## config.mk

```make
export PLATFORM = sky130hd
export DESIGN_NAME = stream_in_flat
export DESIGN_NICKNAME = d
export VERILOG_FILES = /design/src/rtl/stream_in_if.sv /design/src/rtl/stream_in.sv /design/src/flat_wrapper.sv
export SDC_FILE = /design/constraint.sdc
export NUM_CORES = 1
export LEC_CHECK = 0
export BUFFER_PORTS_ARGS = -buffer_cell sky130_fd_sc_hd__buf_2
export CAP_MARGIN = 30
export CORE_MARGIN = 2
export CORE_UTILIZATION = 35
export CTS_CLUSTER_DIAMETER = 60
export DETAILED_ROUTE_END_ITERATION = 12
export GPL_ROUTABILITY_DRIVEN = 0
export MAX_ROUTING_LAYER = met4
export PLACE_DENSITY = 0.51
export SYNTH_ARGS = -nofsm -noshare
export SYNTH_HDL_FRONTEND = slang
export SYNTH_SLANG_ARGS = --single-unit
export TNS_END_PERCENT = 1
```

## constraint.sdc

```tcl
create_clock -name clk -period 2.3 [get_ports clk]
set_input_delay 0.115 -clock clk [delete_from_list [all_inputs] [get_ports clk]]
set_output_delay 0.115 -clock clk [all_outputs]
set_load 0.02 [all_outputs]
```

## src/rtl/stream_in_if.sv

```systemverilog
// Word-stream input and block-output bundle for the 16-to-128 deserializer.
interface stream_in_if;
  logic         vin;
  logic         tin;
  logic [15:0]  din;
  logic         rdy;
  logic         vout;
  logic         tout;
  logic [127:0] dout;
  logic         err;
  logic         ovf;
  logic         busy;

  modport slave (
    input  vin, tin, din, rdy,
    output vout, tout, dout, err, ovf, busy
  );

  modport master (
    output vin, tin, din, rdy,
    input  vout, tout, dout, err, ovf, busy
  );
endinterface

```

## src/rtl/stream_in.sv

```systemverilog
// Deserializes eight 16-bit typed words (LSW first) into one 128-bit block
// with a single-entry output register, type-mismatch and overflow pulses.
module stream_in (
  input  logic        clk,
  input  logic        rst,
  stream_in_if.slave  s
);

  logic [127:0] shreg_r, shreg_s;
  logic [2:0]   cnt_r, cnt_s;
  logic         type_r, type_s;
  logic         mismatch_s, complete_s, load_s, drop_s;
  logic [127:0] shifted_s;

  logic         vout_r, tout_r, err_r, ovf_r, busy_r;
  logic [127:0] dout_r;

  assign shifted_s = {s.din, shreg_r[127:16]};

  // Assembly next-state: accept, mismatch restart, completion
  always_comb begin
    shreg_s    = shreg_r;
    cnt_s      = cnt_r;
    type_s     = type_r;
    mismatch_s = 1'b0;
    complete_s = 1'b0;
    if (s.vin) begin
      if (cnt_r == 3'd0) begin
        type_s  = s.tin;
        shreg_s = shifted_s;
        cnt_s   = 3'd1;
      end else if (s.tin != type_r) begin
        // Offending word becomes word 0 of a fresh block; old partial is gone.
        mismatch_s = 1'b1;
        type_s     = s.tin;
        shreg_s    = {s.din, 112'd0};
        cnt_s      = 3'd1;
      end else begin
        shreg_s    = shifted_s;
        cnt_s      = cnt_r + 3'd1;
        complete_s = (cnt_r == 3'd7);
      end
    end else begin
      shreg_s = shreg_r;
      cnt_s   = cnt_r;
    end
  end

  // Output register accepts a new block only when empty or being drained
  always_comb begin
    load_s = 1'b0;
    drop_s = 1'b0;
    if (complete_s) begin
      load_s = !vout_r || s.rdy;
      drop_s = vout_r && !s.rdy;
    end else begin
      load_s = 1'b0;
      drop_s = 1'b0;
    end
  end

  // State and registered outputs
  always_ff @(posedge clk) begin
    if (rst) begin
      shreg_r <= 128'd0;
      cnt_r   <= 3'd0;
      type_r  <= 1'b0;
      vout_r  <= 1'b0;
      tout_r  <= 1'b0;
      dout_r  <= 128'd0;
      err_r   <= 1'b0;
      ovf_r   <= 1'b0;
      busy_r  <= 1'b0;
    end else begin
      shreg_r <= shreg_s;
      cnt_r   <= cnt_s;
      type_r  <= type_s;
      err_r   <= mismatch_s;
      ovf_r   <= drop_s;
      busy_r  <= (cnt_s != 3'd0);
      if (load_s) begin
        dout_r <= shreg_s;
        tout_r <= type_r;
        vout_r <= 1'b1;
      end else if (vout_r && s.rdy) begin
        vout_r <= 1'b0;
      end
    end
  end

  assign s.vout = vout_r;
  assign s.tout = tout_r;
  assign s.dout = dout_r;
  assign s.err  = err_r;
  assign s.ovf  = ovf_r;
  assign s.busy = busy_r;

endmodule

```

## src/flat_wrapper.sv

```systemverilog
// flat-port wrapper written by rule: the top's interface ports become plain ports
module stream_in_flat 
  (clk, rst, s_vin, s_tin, s_din, s_rdy, s_vout, s_tout, s_dout, s_err, s_ovf, s_busy);
  stream_in_if s_i ();
  input  logic clk;
  input  logic rst;
  input wire logic [$bits(s_i.vin)-1:0] s_vin;
  input wire logic [$bits(s_i.tin)-1:0] s_tin;
  input wire logic [$bits(s_i.din)-1:0] s_din;
  input wire logic [$bits(s_i.rdy)-1:0] s_rdy;
  output wire logic [$bits(s_i.vout)-1:0] s_vout;
  output wire logic [$bits(s_i.tout)-1:0] s_tout;
  output wire logic [$bits(s_i.dout)-1:0] s_dout;
  output wire logic [$bits(s_i.err)-1:0] s_err;
  output wire logic [$bits(s_i.ovf)-1:0] s_ovf;
  output wire logic [$bits(s_i.busy)-1:0] s_busy;
  assign s_i.vin = s_vin;
  assign s_i.tin = s_tin;
  assign s_i.din = s_din;
  assign s_i.rdy = s_rdy;
  assign s_vout = s_i.vout;
  assign s_tout = s_i.tout;
  assign s_dout = s_i.dout;
  assign s_err = s_i.err;
  assign s_ovf = s_i.ovf;
  assign s_busy = s_i.busy;
  stream_in u_core (.clk(clk), .rst(rst), .s(s_i));
endmodule
```

---- Yosys cells after proc, flatten, opt, wreduce, memory -nomap -nowiden ----
Cells that the tools add are included.
storage, ports and cells
  bits in registers ....................... 265
  bits of input ports ..................... 21
  logic and storage cells ................. 41
operators by class
  add/sub/neg operators ................... 1
  equal/unequal tests ..................... 2
  multiplexer cells ....................... 15
  bitwise logic cells ..................... 2
  reduce and logical (&&, ||, !) cells .... 12
operators with widths
  cell                   number
  $mux W112              2
  $mux W128              1
  $mux W1                9
  $mux W3                3
  $reduce_bool A2 Y1     2
  $add A3 B1 Y3 const B  1
  $eq A3 B3 Y1 const B   1
  $logic_not A3 Y1       1
  $reduce_bool A3 Y1     1
  $reduce_or A3 Y1       1
  $logic_and A1 B1 Y1    2
  $logic_not A1 Y1       2
  $not A1 Y1             2
  $reduce_and A2 Y1      1
  $reduce_or A2 Y1       1
  $logic_or A1 B1 Y1     1
  $ne A1 B1 Y1           1

---- Logic depth before layout (Yosys ltp) ----
Gate-level depths: netlist (run 1).
  depth in word-level cells ............... 6
  mapped depth ............................ 10
  mapped depth without buffers ............ 6

---- Least setup slack after synthesis (run 1) ----
OpenSTA, ideal clock, no wires.
  kind .................................... reg-to-reg
  start point ............................. register u_core.cnt_r[0]
  end point ............................... register u_core.dout_r[79], in the netlist u_core.s.dout[79]
  library setup time ...................... 0.080 ns
  arrival time ............................ 1.671 ns
  data required time ...................... 2.220 ns
  setup slack ............................. 0.549 ns
  stages on the path, launching flop included .. 10
  path buffers ............................ 4
  clock period less this slack ............ 1.751 ns
  path through ............................ dfxtp_1 ha_1 ha_1 and4_1 clkbuf_2 and2_4 buf_6 buf_6 buf_6 a211oi_2
between the ends
  longest elaborated chain between the ends .. 5
RTL lines
  what                      RTL line         source
  start: declaration        stream_in.sv:10  logic [2:0] cnt_r, cnt_s;
  start signal: assignment  stream_in.sv:76  cnt_r <= cnt_s;
  $eq A3 B3 Y1              stream_in.sv:41  complete_s = (cnt_r == 3'd7);
  $mux W1                   stream_in.sv:32  end else if (s.tin != type_r) begin
  $mux W1                   stream_in.sv:28  if (cnt_r == 3'd0) begin
  $mux W1                   stream_in.sv:27  if (s.vin) begin
  $mux W1                   stream_in.sv:53  if (complete_s) begin
  end signal: assignment    stream_in.sv:82  dout_r <= shreg_s;
  end: declaration          stream_in.sv:16  logic [127:0] dout_r;
Several ways; a longest one is shown, not always the timed one.
A chain may end at the register's enable or synchronous reset.

---- Final worst setup path (run 1) ----
  start point ............................. register u_core.cnt_r[0]
  end point ............................... register u_core.dout_r[71], in the netlist u_core.s.dout[71]
The elaborated chain is that of the path after synthesis.

==> run metrics, run 1 <==
Period Utilization, post-route 81.7%; vias in the first global route about 7000; clock-pin slew on the worst setup and hold paths 0.06 ns; Post-Syn Area about 9400 um^2; CP max-delay cell dfxtp_1; PortBufs between 150 and 200; final core utilization ~44%; Clock Power Share 46.6%; Logic pwr share 5.1%; core area roughly 27000 um^2; Sw Share 22.3%; Worst Path Arrival about 2.3 ns; Crit Path Category reg2reg; die area between 20000 and 30000 um^2; Required @ worst endpoint ~2.7 ns; CTS H-tree lvls 1; crit path cell chain inv_1 -> ha_1 -> nand2b_4 -> and4_4 -> and2_4 -> buf_12 -> a211oi_1; #FFs+latches synth between 200 and 300; register area share after synthesis approximately 56%; drt pass-1 iters 5; Unique masters post-synth 30; largest net degree at the start of global routing 70; Area Overhead vs Synth 23.8%; clock sink count between 200 and 300; clock skew 0.0133 ns; IO Count ~150; Synthesized Nets around 940; LEAKAGE roughly 4.8 nW; global-route wire length before repair 38900 um; ratio of cells with drive above 1 in the final layout between 20% and 30%; via count a little under 7000; Setup crit start kind flop; post-CTS setup buffers 0; gr ovfl total 0; CTS Root Buffer Type clkbuf_16; largest stage delay on the critical path ~0.41 ns; MaxCap Viol Count 0; routed length per placed instance 18.0 um; Final Hold Viols 0; Nets around 1100; post-cts gate resize count 0; CTS tree done; final WL about 25000 um; Vias per Instance around 5; Post-Syn Instances 914; max_slew headroom between 60% and 70%; die width roughly 170 um; gr usage total between 15 and 20%; Least-Margin Pin Slew about 0.52 ns; Max VDD drop 0.456 mV; # rows 60; Worst Hold Class in2reg; max-slew violation count 0; top cell family by delay on the critical path simple AND/OR/NAND/NOR gates; Psw between 2 and 2.5 mW; Syn Area/Cell slightly above 10 um^2; Ys Warns 0; WHS about 0.069 ns; fin crit period between 1.5 and 2 ns; Sequential Power Share approximately 48%; Final Power 9.65 mW; chip height 168 um; insertion delay to the later sink of the worst-skew pair 0.53 ns; ys async rst share 0%; 1st-iter DRT viols around 390; diodes inserted 0; clk buf depth 3; Setup-failing EPs final 0; Initial Util 35.3%; status completed; crit end category flop; number of synthesized flops with an enable pin 0; ys flop type dfxtp_1; drc violations 0; TNS Setup 0 ns; Crit path buffers/inverters 2; Max Fclk 532 MHz; crit path max fanout 66; RSZ-0062 raised after global routing false; PD cells 828 nW/um^2; antenna violations before repair 0; Antenna Nets Post-Route 0; total CTS buffers 28; DPL Wire Length around 16000 um; P_int between 7 and 8 mW
power groups by stage:
stage | clock, mW | combinational [mW] | sequential, mW
after floorplan | 0 | 0.317 | 4.75
after CTS | 4.60 | 0.498 | 4.66
after detailed placement | 0 | 0.473 | 4.76
after global routing | 4.82 | 0.530 | 4.66
after global placement | 0 | 0.474 | 4.76
final | 4.50 | 0.493 | 4.66
final timing paths:
path,startpoint,endpoint,slack [ns],cells past startpoint
hold reg to reg,u_core.s.dout[116],u_core.s.dout[116],0.45,2
setup / recovery,u_core.cnt_r[0],u_core.s.dout[71],0.42,7
hold / removal,s_vin,u_core.cnt_r[0],0.07,3
setup reg to reg,u_core.cnt_r[0],u_core.s.dout[71],0.42,7
layer usage:
metal	wire length (um)	track usage, %	up-vias
li1	-	-	3526
met5	0	-	-
met2	10700	25.7	143
met4	280	3.40	0
met3	1270	3.60	19
met1	13200	25.9	3267
state kept, by name, summed over array words and instances (netlist names):
signal / cells
u_core.cnt_r: 3
u_core.s.busy: 1
u_core.s.dout: 128
u_core.s.err: 1
u_core.s.ovf: 1
u_core.s.tout: 1
u_core.s.vout: 1
u_core.shreg_r: 128
u_core.type_r: 1
area by class of cell:
cell class,count,area [um^2]
Fill cell,2590,15000
Sequential cell,265,5310
Multi-Input combinational cell,559,3700
Timing Repair Buffer,193,1270
Clock buffer,39,813
Tap cell,341,427
Clock inverter,12,116
Inverter,4,15.0
placed cells by master, fill, tap and decap left out, types with 2 or more instances in the layout:
master / Yosys / final
nand2_1: 19 / 19
buf_2: 49 / 151
ha_1: 3 / 3
clkbuf_1: 31 / 5
nand2b_1: 2 / 2
clkinv_2: 0 / 8
a211oi_1: 100 / 100
mux2i_1: 129 / 129
buf_12: 0 / 12
o21ai_1: 7 / 6
clkbuf_16: 0 / 29
dlygate4sd3_1: 0 / 19
bufinv_16: 0 / 2
clkbuf_8: 0 / 5
inv_1: 3 / 3
nand3_1: 17 / 17
nor3_1: 2 / 2
dfxtp_1: 265 / 265
nor2_1: 131 / 131
o21ai_0: 11 / 11
buf_4: 0 / 10
a21oi_1: 114 / 114
a211oi_2: 14 / 14
logic make-up (layout without fill, tap and decap cells):
logic type | count (synthesis) | in the layout | synth area share [%]
XOR/XNOR | 1 | 1 | 0.173
multiplexers | 129 | 129 | 13.7
AO/OA/AOI/OAI | 249 | 249 | 17.1
buffers and inverters | 90 | 248 | 4.57
flip-flops | 265 | 265 | 56.4
adder cells (fa/ha/maj) | 3 | 3 | 0.399
AND/OR/NAND/NOR | 177 | 177 | 7.67
what timing repair did:
item / CTS / global route
setup endpoints to repair: 0 / 0
hold endpoints to repair: 24 / 0
hold buffers: 19 / 0
worst reg2reg max path, stage by stage (launching register included):
cell	delay [ns]
dfxtp_1	0.41
inv_1	0.07
ha_1	0.24
nand2b_4	0.09
and4_4	0.26
and2_4	0.18
buf_12	0.28
a211oi_1	0.22
synth_stat cells (all sizes together) (2+ instances only):
| cell type | instances | area (um^2) |
|---|---|---|
| buf | 54 | 294 |
| a211oi | 114 | 926 |
| mux2i | 129 | 1290 |
| o21ai | 18 | 90.1 |
| nor3 | 2 | 10.0 |
| dfxtp | 265 | 5310 |
| nand2 | 19 | 71.3 |
| ha | 3 | 37.5 |
| a21oi | 114 | 571 |
| nor2 | 131 | 492 |
| nand2b | 3 | 26.3 |
| clkbuf | 32 | 121 |
| nand3 | 17 | 85.1 |
| inv | 3 | 11.3 |
metrics by stage:
stage	setup WS, ns	cell area, um^2	cells
floorplan	0.549	9410	914
global placement	0.487	10500	1343
detailed placement	0.443	10500	1343
CTS	0.434	11700	1413
global route	0.257	11700	1413
finish	0.422	11700	1413
(Power assumes the default switching activity.)
==> run 2: changes to the inputs <==
--- a/config.mk
+++ b/config.mk
@@ -13,7 +13,7 @@
 export DETAILED_ROUTE_END_ITERATION = 12
 export GPL_ROUTABILITY_DRIVEN = 0
 export MAX_ROUTING_LAYER = met4
-export PLACE_DENSITY = 0.51
+export PLACE_DENSITY = 0.53
 export SYNTH_ARGS = -nofsm -noshare
 export SYNTH_HDL_FRONTEND = slang
 export SYNTH_SLANG_ARGS = --single-unit
==> constraint.sdc (replaced) <==
create_clock -name clk -period 1.6 [get_ports clk]
set_input_delay 0.08 -clock clk [delete_from_list [all_inputs] [get_ports clk]]
set_output_delay 0.08 -clock clk [all_outputs]
set_load 0.02 [all_outputs]
==> run metrics, run 2 (synthesis results as in run 1) <==
CTS Root Buffer Type clkbuf_16; CTS tree done; hold_sp s_din[10]; Nets 1112 (+3.4%); CTS H-tree lvls 1 (unchanged); CP max-delay cell dfxtp_4; Final Power 14.3 mW (+49%); antenna violations before repair 0 (unchanged); largest stage delay on the critical path 0.37 ns (-0.04 ns); top cell family by delay on the critical path simple AND/OR/NAND/NOR gates; RSZ-0062 raised after global routing true; most frequent cells in the layout dfxtp_1, buf_2, mux2i_1, nor2_1, a21oi_1; PD cells 1140 nW/um^2 (+38%); clk buf depth 3 (unchanged); insertion delay to the later sink of the worst-skew pair 0.54 ns (about the same); Max Fclk 599 MHz (+13%); post-route cell area 12500 um^2 (+7.6%); Vias per Instance 5.06 (+2.8%); Least-Margin Pin Slew 0.539 ns (+0.0164 ns); diodes inserted 0 (unchanged); reg2reg start u_core.cnt_r[0]; crit path max fanout 6 (-91%); 1st-iter DRT viols 533 (+38%); die area 28200 um^2 (unchanged); drc violations 0 (unchanged); routed length per placed instance 19.3 um (+7.6%); DPL Wire Length 17400 um (+6.3%); Initial Util 35.3% (unchanged); Crit Path Category reg2reg; MaxCap Viol Count 0 (unchanged); clock skew 0.0198 ns (+0.00646 ns); Worst Hold Class in2reg; Setup-failing EPs final 81 (+81); IO Count 154 (unchanged); crit path from u_core.cnt_r[0]; final WL 28000 um (+10%); Final Hold Viols 0 (unchanged); crit path cell chain inv_2 -> ha_4 -> nand2b_4 -> and4_4 -> and2_4 -> buf_12 -> clkbuf_16 -> a211oi_1; Final WS setup -0.0685 ns (-0.491 ns); global-route wire length before repair 40800 um (+4.9%); gr usage total 18.8% (+0.94 points); # rows 60 (unchanged); Filler cells 2498 (-3.6%); Antenna Nets Post-Route 0 (unchanged); largest net degree at the start of global routing 79 (+13%); DP Area 10800 um^2 (+2.7%); Period Utilization, post-route 104% (+23 points); fin crit period 1.67 ns (-0.209 ns); Worst Path Arrival 2.06 ns (-0.20 ns); clock-pin slew on the worst setup and hold paths 0.06 ns (about the same); gr ovfl total 0 (unchanged); crit end category flop; drt pass-1 iters 4 (-1); via count 7319 (+5.2%); LEAKAGE 5.13 nW (+7.6%); commonest non-fill, non-tap cell in the layout dfxtp_1; Max VDD drop 0.676 mV (+48%); Setup crit start kind flop; ratio of cells with drive above 1 in the final layout 28.9% (+6.5 points); vias in the first global route 7024 (+3.3%); status finished with violations; total CTS buffers 29 (+3.6%); die width 168 um (unchanged); Area Overhead vs Synth 33.2%; Required @ worst endpoint 1.99 ns (-0.69 ns); PortBufs 153 (unchanged); clock sink count 265 (unchanged); max-slew violation count 0 (unchanged); violated checks setup timing; WHS 0.354 ns (+0.285 ns); core area 26700 um^2 (unchanged); Crit path buffers/inverters 3 (+1); max_slew headroom 64.0% (-0.96 points); chip height 168 um (unchanged)
[run 2: routing by layer]
layer	vias to the layer above	wire length, um	track usage, %
li1	3608	-	-
met1	3551	14000	26.5
met2	136	12500	28.3
met3	24	1170	3.22
met4	0	356	4.05
met5	-	0	-
[run 2: what timing repair did]
item	4_1_cts	5_1_grt
setup buffers	0	4
hold buffers	20	0
gates cloned	1	11
endpoints found under the hold margin	46	0
setup endpoints to repair	131	211
pin swaps	22	23
resized for setup	9	51
[run 2: tightest hold or removal path, stage by stage]
cell and delay (ns):
dlygate4sd3_1 0.51, buf_2 0.10, mux2i_1 0.06, nor2_1 0.11
[run 2: cell type report]
class                   instances  area, um^2  area share [%]
clock inverters                13         183            1.46
flip-flops and latches        265        5310            42.4
multi-input cells             560        3930            31.4
repair buffers                228        1880            15.0
well taps                     341         427            3.40
inverters                       4        15.0           0.120
clock buffers                  36         792            6.32
[run 2: where the power goes]
part | total, mW | internal [mW] | leakage (nW) | switching [mW]
clock network | 6.87 | 4.15 | 0.485 | 2.73
registers | 6.70 | 6.65 | 2.14 | 0.0448
logic | 0.778 | 0.299 | 2.51 | 0.478
[run 2: final timing paths]
check	to	slack (ns)	cells past startpoint
setup / recovery	u_core.s.dout[12]	-0.07	8
hold / removal	u_core.shreg_r[122]	0.35	4
setup reg to reg	u_core.s.dout[12]	-0.07	8
hold reg to reg	u_core.s.dout[114]	0.45	2
[run 2: stage by stage]
stage / util [%] / setup TNS (ns) / setup WS (ns) / cells
finish: 47.0 / -3.15 / -0.0685 / 1447
global route: 47.0 / -8.88 / -0.126 / 1447
global placement: 40.6 / 0 / 0.00560 / 1362
floorplan: - / -3.39 / -0.0792 / 914
detailed placement: 40.6 / -1.85 / -0.0709 / 1362
CTS: 45.2 / -3.95 / -0.0589 / 1432
